`config.mk`:
```
export PLATFORM = sky130hd
export DESIGN_NAME = shrsi_shared_arbiter
export DESIGN_NICKNAME = d
export VERILOG_FILES = /design/src/rtl/shrsi_shared_arbiter_pkg.sv /design/src/rtl/shrsi_shared_arbiter_rr_arbiter.sv /design/src/rtl/shrsi_shared_arbiter.sv
export SDC_FILE = /design/constraint.sdc
export NUM_CORES = 1
export LEC_CHECK = 0
export BUFFER_PORTS_ARGS = -buffer_cell sky130_fd_sc_hd__buf_2
export CORE_UTILIZATION = 50
export DETAILED_ROUTE_END_ITERATION = 7
export PLACE_DENSITY_LB_ADDON = 0.3
export SLEW_MARGIN = 0
export SYNTH_ARGS = -nofsm -noshare
export SYNTH_HDL_FRONTEND = slang
export SYNTH_SLANG_ARGS = --single-unit
```
`constraint.sdc`:
```
create_clock -name clk -period 3.3 [get_ports clk]
set_input_delay 0.165 -clock clk [delete_from_list [all_inputs] [get_ports clk]]
set_output_delay 0.165 -clock clk [all_outputs]
set_load 0.05 [all_outputs]
```
`src/rtl/shrsi_shared_arbiter_pkg.sv`:
```
// Shared definitions for the shared arithmetic-right-shift unit and its arbiter.
// Provides pointer-width helpers so other shared units size their round-robin pointers the same way.
package shrsi_shared_arbiter_pkg;

  // Number of bits needed to index 'value' distinct items (0 for value <= 1).
  function automatic int clog2(input int value);
    int bits;
    int remaining;
    bits = 0;
    remaining = value - 1;
    while (remaining > 0) begin
      bits++;
      remaining = remaining >> 1;
    end
    return bits;
  endfunction

  // Round-robin pointer width; never narrower than one bit.
  function automatic int rr_width(input int num_req);
    return (num_req > 1) ? clog2(num_req) : 1;
  endfunction

  localparam int DEFAULT_DATA_TYPE = 32;
  localparam int DEFAULT_NUM_REQ   = 2;

endpackage

```
`src/rtl/shrsi_shared_arbiter_rr_arbiter.sv`:
```
// Purely combinational round-robin arbiter: grants the first requester at or after ptr, wrapping.
// Kept free of state so any shared unit can own its pointer register.
module rr_arbiter
  import shrsi_shared_arbiter_pkg::*;
#(
  parameter int N = DEFAULT_NUM_REQ,
  parameter int W = rr_width(N)
) (
  input  logic [N-1:0] req,
  input  logic [W-1:0] ptr,
  output logic [N-1:0] grant,
  output logic [W-1:0] grant_idx,
  output logic         any_grant
);

  // Two passes: indices from ptr upward first, then the wrapped-around indices below ptr.
  always_comb begin
    grant     = '0;
    grant_idx = '0;
    any_grant = 1'b0;
    for (int i = 0; i < N; i++) begin
      if (!any_grant && req[i] && (i >= int'(ptr))) begin
        grant[i]  = 1'b1;
        grant_idx = W'(i);
        any_grant = 1'b1;
      end
    end
    for (int i = 0; i < N; i++) begin
      if (!any_grant && req[i] && (i < int'(ptr))) begin
        grant[i]  = 1'b1;
        grant_idx = W'(i);
        any_grant = 1'b1;
      end
    end
  end

endmodule

```
`src/rtl/shrsi_shared_arbiter.sv`:
```
// One signed arithmetic right shifter shared round-robin between NUM_REQ join-style requesters,
// each with its own registered result slot.
module shrsi_shared_arbiter
  import shrsi_shared_arbiter_pkg::*;
#(
  parameter int DATA_TYPE = DEFAULT_DATA_TYPE,
  parameter int NUM_REQ   = DEFAULT_NUM_REQ
) (
  input  logic                           clk,
  input  logic                           rst,
  input  logic [NUM_REQ*DATA_TYPE-1:0]   lhs,
  input  logic [NUM_REQ-1:0]             lhs_valid,
  output logic [NUM_REQ-1:0]             lhs_ready,
  input  logic [NUM_REQ*DATA_TYPE-1:0]   rhs,
  input  logic [NUM_REQ-1:0]             rhs_valid,
  output logic [NUM_REQ-1:0]             rhs_ready,
  output logic [NUM_REQ*DATA_TYPE-1:0]   result,
  output logic [NUM_REQ-1:0]             result_valid,
  input  logic [NUM_REQ-1:0]             result_ready
);

  localparam int RR_W = rr_width(NUM_REQ);

  logic [RR_W-1:0]                     ptr;
  logic [RR_W-1:0]                     ptr_next;
  logic [NUM_REQ-1:0]                  slot_free;
  logic [NUM_REQ-1:0]                  eligible;
  logic [NUM_REQ-1:0]                  grant;
  logic [RR_W-1:0]                     grant_idx;
  logic                                any_grant;
  logic [DATA_TYPE-1:0]                lhs_g;
  logic [DATA_TYPE-1:0]                rhs_g;
  logic [DATA_TYPE-1:0]                res;
  logic [NUM_REQ-1:0][DATA_TYPE-1:0]   slot_data;

  // A full slot that is draining this cycle can be refilled in the same cycle.
  // Gating with rst keeps every ready low while reset is held.
  assign slot_free = ~result_valid | result_ready;
  assign eligible  = lhs_valid & rhs_valid & slot_free & {NUM_REQ{rst}};

  rr_arbiter #(
    .N (NUM_REQ),
    .W (RR_W)
  ) u_rr_arbiter (
    .req       (eligible),
    .ptr       (ptr),
    .grant     (grant),
    .grant_idx (grant_idx),
    .any_grant (any_grant)
  );

  assign lhs_ready = grant;
  assign rhs_ready = grant;

  always_comb begin
    if (grant_idx == RR_W'(NUM_REQ - 1)) begin
      ptr_next = '0;
    end else begin
      ptr_next = grant_idx + 1'b1;
    end
  end

  always_ff @(posedge clk or negedge rst) begin
    if (!rst) begin
      ptr <= '0;
    end else if (any_grant) begin
      ptr <= ptr_next;
    end
  end

  always_comb begin
    lhs_g = '0;
    rhs_g = '0;
    for (int i = 0; i < NUM_REQ; i++) begin
      if (grant[i]) begin
        lhs_g = lhs[i*DATA_TYPE +: DATA_TYPE];
        rhs_g = rhs[i*DATA_TYPE +: DATA_TYPE];
      end
    end
  end

  // Shift amounts at or beyond the width saturate to a full sign fill.
  always_comb begin
    if (rhs_g >= DATA_TYPE'(DATA_TYPE)) begin
      res = {DATA_TYPE{lhs_g[DATA_TYPE-1]}};
    end else begin
      res = $signed(lhs_g) >>> rhs_g;
    end
  end

  always_ff @(posedge clk or negedge rst) begin
    if (!rst) begin
      slot_data    <= '0;
      result_valid <= '0;
    end else begin
      for (int i = 0; i < NUM_REQ; i++) begin
        if (grant[i]) begin
          slot_data[i]    <= res;
          result_valid[i] <= 1'b1;
        end else if (result_ready[i]) begin
          result_valid[i] <= 1'b0;
        end
      end
    end
  end

  assign result = slot_data;

endmodule

```
==> impl_results.md <==
- Post-synthesis sequential area ratio: 0.2916
- 1st-iter DRT viols: roughly 1.1k
- Period utilization: 0.9693
- CTS tree: done
- Die height: approximately 110 um
- CP endpoint kind: flip-flop
- Ant diodes: 0
- Crit path from: result_valid[0]$_DFFE_PN0P_
- Pint: between 2 and 2.5 mW
- Mapped Avg Cell Area: 7.941 um2
- Mapped Area: 5749 um2
- Width of the chip: 109.2 um
- Final Max Slew Viols: 0
- Startpoint Class: flip-flop
- Detailed-route DRC error count: 0
- Post-synth EDFFs: 0
- Clock root buffer: clkbuf_16
- Fin crit period: approximately 3.2 ns
- Syn_nets: 860
- Synth top area cells: dfrtp_1 29%, a21oi_1 5.2%, mux2i_1 5.2%, nand2_1 5.2%, mux2_2 4.3%
- I/O pin count: 206
- Via count of the routed design: roughly 7.4k
- Slew @ Worst Pin: approximately 0.84 ns
- Most frequent cell after synthesis: nand2_1
- H-tree level count: 3
- Commonest cells post-synth: 80 x nand2_1, 67 x dfrtp_1, 63 x nor2_1, 60 x a21oi_1, 42 x o21ai_0
- Post-synth top flop: dfrtp_1
- Worst Path Max Fanout: 15
- DR pass1 iterations: 7
- Pin count of the biggest net entering global routing: 66
- Clock sinks: 67
- RD Place Congestion: approximately 1.2
- Post-route ant nets: 0
- Vias/cell: approximately 6.7
- Leakage: 3.639 nW
- Syn. warnings: 0
- CP max-delay cell: a2111oi_0
- Max cap viols: 0
- Clock Power Share: 0.237
- Slew headroom: 0.4409
- CP Cell Sequence: nor2b_4, o311a_1, buf_4, a22oi_1, nand2b_1, nand2_1, a2111oi_0, nor4_1, o311ai_1, a31oi_1
- Global-route wire length before repair: 36960 um
- Wire per inst: roughly 22 um
- Worst reg2reg path startpoint: result_valid[0]$_DFFE_PN0P_
- Critical Path AT: 3.37 ns
- Die area: ~12000 um2
- Core Rows: 38
- WP data required: 3.48 ns
- Final Hold Viols: 0
- Starting Density: 0.5212
- Crit Path Category: flip-flop to flip-flop
- Clock-pin slew on the worst setup and hold paths: ~0.06 ns
- Longest Clk Path Bufs: 2
- Hold Path Class: input pin to flip-flop
- Tot GR Track Use: 0.4084
- Via count of the first global-routing pass: 7059
- Number of synthesized register bits: 67
- Worst-Skew Late Latency: between 0.3 and 0.4 ns
- Dpl hpwl: about 19000 um
- Share of layout cells above drive strength 1: 0.3780
- Finished Core Util: 0.7063
- Final setup fails: 0
- Peak Freq: roughly 310 MHz
- Nets@finish: approximately 1.1k
- Hold Path Origin: result_ready[0]
- Reg power frac: 0.266
- TritonCTS buffer count: 9
- Max VDD drop: 589.3 uV
- Synth unique cells: between 70 and 80
- TNS Setup: 0 ns
- Sw frac: 0.4659
- Port Buf Inserts: slightly above 200
- Switching pwr: approximately 2.1 mW
- Area share of the leading cell type in the synthesized netlist: 0.2916
- Dominant cell type by area after synthesis: dfrtp_1
- Synth-to-layout area growth: 35.52%
- Post-Syn Instances: between 700 and 800
- Crit-path max cell delay: between 0.4 and 0.5 ns
- Power density over the cells: roughly 570 nW/um2
- Core ar.: 11030 um2
- Grt total ovfl: 0
- Outcome: finished, final reports clean
- Antenna violations before repair: 0
- Post-synthesis async set-or-reset flop share: 1.000
- Combinational share of power: 0.497
- Final wirelength: ~24000 um
- Fin Clk Skew: around 0.0057 ns
-- critical path, delay by kind of cell, from the launching register on --
kind | cells | cell delay, ns
buf+inv | 1 | 0.22
simple gates | 4 | 0.88
compound gates | 5 | 1.54
flops | 1 | 0.37
-- power groups by stage --
| stage | logic, mW | clock network, mW | registers (mW) |
|---|---|---|---|
| after floorplan | 0.683 | 0 | 1.94 |
| after global placement | 2.12 | 0 | 1.16 |
| after detailed placement | 2.14 | 0 | 1.17 |
| after CTS | 2.15 | 1.05 | 1.17 |
| after global routing | 2.31 | 1.08 | 1.20 |
| final | 2.19 | 1.05 | 1.17 |
-- logic make-up (layout without fill, tap and decap cells) --
family	Yosys count	after routing	synth area share
compound gates	271	271	0.3330
buf+inv	73	320	0.06333
flops	67	67	0.2916
mux	53	53	0.09772
simple gates	260	260	0.2144
-- cells in the final DEF (no fill, tap or decap), types with 11 or more instances in the layout --
master	instances
buf_2	204
buf_4	84
nand2_1	80
dfrtp_1	67
nor2_1	62
a21oi_1	60
o21ai_0	41
nand3_1	37
mux2i_1	30
nor3_1	22
mux2_2	22
o211ai_1	20
nor4_1	15
a22oi_1	14
a31oi_1	14
o22ai_1	11
-- metrics by stage --
step           setup slack [ns]  instance area (um2)  instances  hold WS, ns  total power [mW]
2_1_floorplan            0.2336                 5749        724      -0.1306             2.623
3_3_place_gp             0.1482                 7391       1092       0.1927             3.284
3_5_place_dp             0.1279                 7391       1092       0.1949             3.316
4_1_cts                 0.05730                 7725       1109       0.1570             4.376
5_1_grt               -0.004208                 7791       1111       0.1575             4.587
6_report                 0.1013                 7791       1111       0.1650             4.410
-- layer usage --
layer  vias up  global-route usage  wire [um]
li1       3286                   -          -
met1      3439              0.5107       9318
met2       592              0.6617      11040
met3        99              0.1046       2811
met4         0              0.1790       1036
met5         -                   0          0
-- cell type report --
type	count	area, um2
multi-input combinational	584	3760
fill	845	3239
timing repair buffer	298	1824
sequential	67	1677
clock buffer	9	225.2
tap	140	175.2
clock inverter	7	98.84
inverter	6	31.28
-- path summary, 6_finish.rpt --
check | depth (start not counted) | slack [ns] | to
max | 10 | 0.10 | result[6]$_DFFE_PN0N_
min | 3 | 0.16 | result_valid[0]$_DFFE_PN0P_
max reg2reg | 10 | 0.10 | result[6]$_DFFE_PN0N_
min reg2reg | 2 | 0.48 | result[19]$_DFFE_PN0N_
max in group asynchronous | 4 | 1.82 | result[22]$_DFFE_PN0N_
min in group asynchronous | 3 | 0.38 | ptr$_DFFE_PN0P_
-- sequential cells by signal (all words and copies together) (netlist names) --
| register | cells |
|---|---|
| result_valid | 2 |
| result | 64 |
| ptr | 1 |
-- timing repair --
item                                   CTS  global route
endpoints found under the hold margin    2             0
hold buffers                             1             0
setup endpoints to repair                0            29
resized for setup                        0            13
setup buffers                            0             2
(Power assumes the default switching activity.)
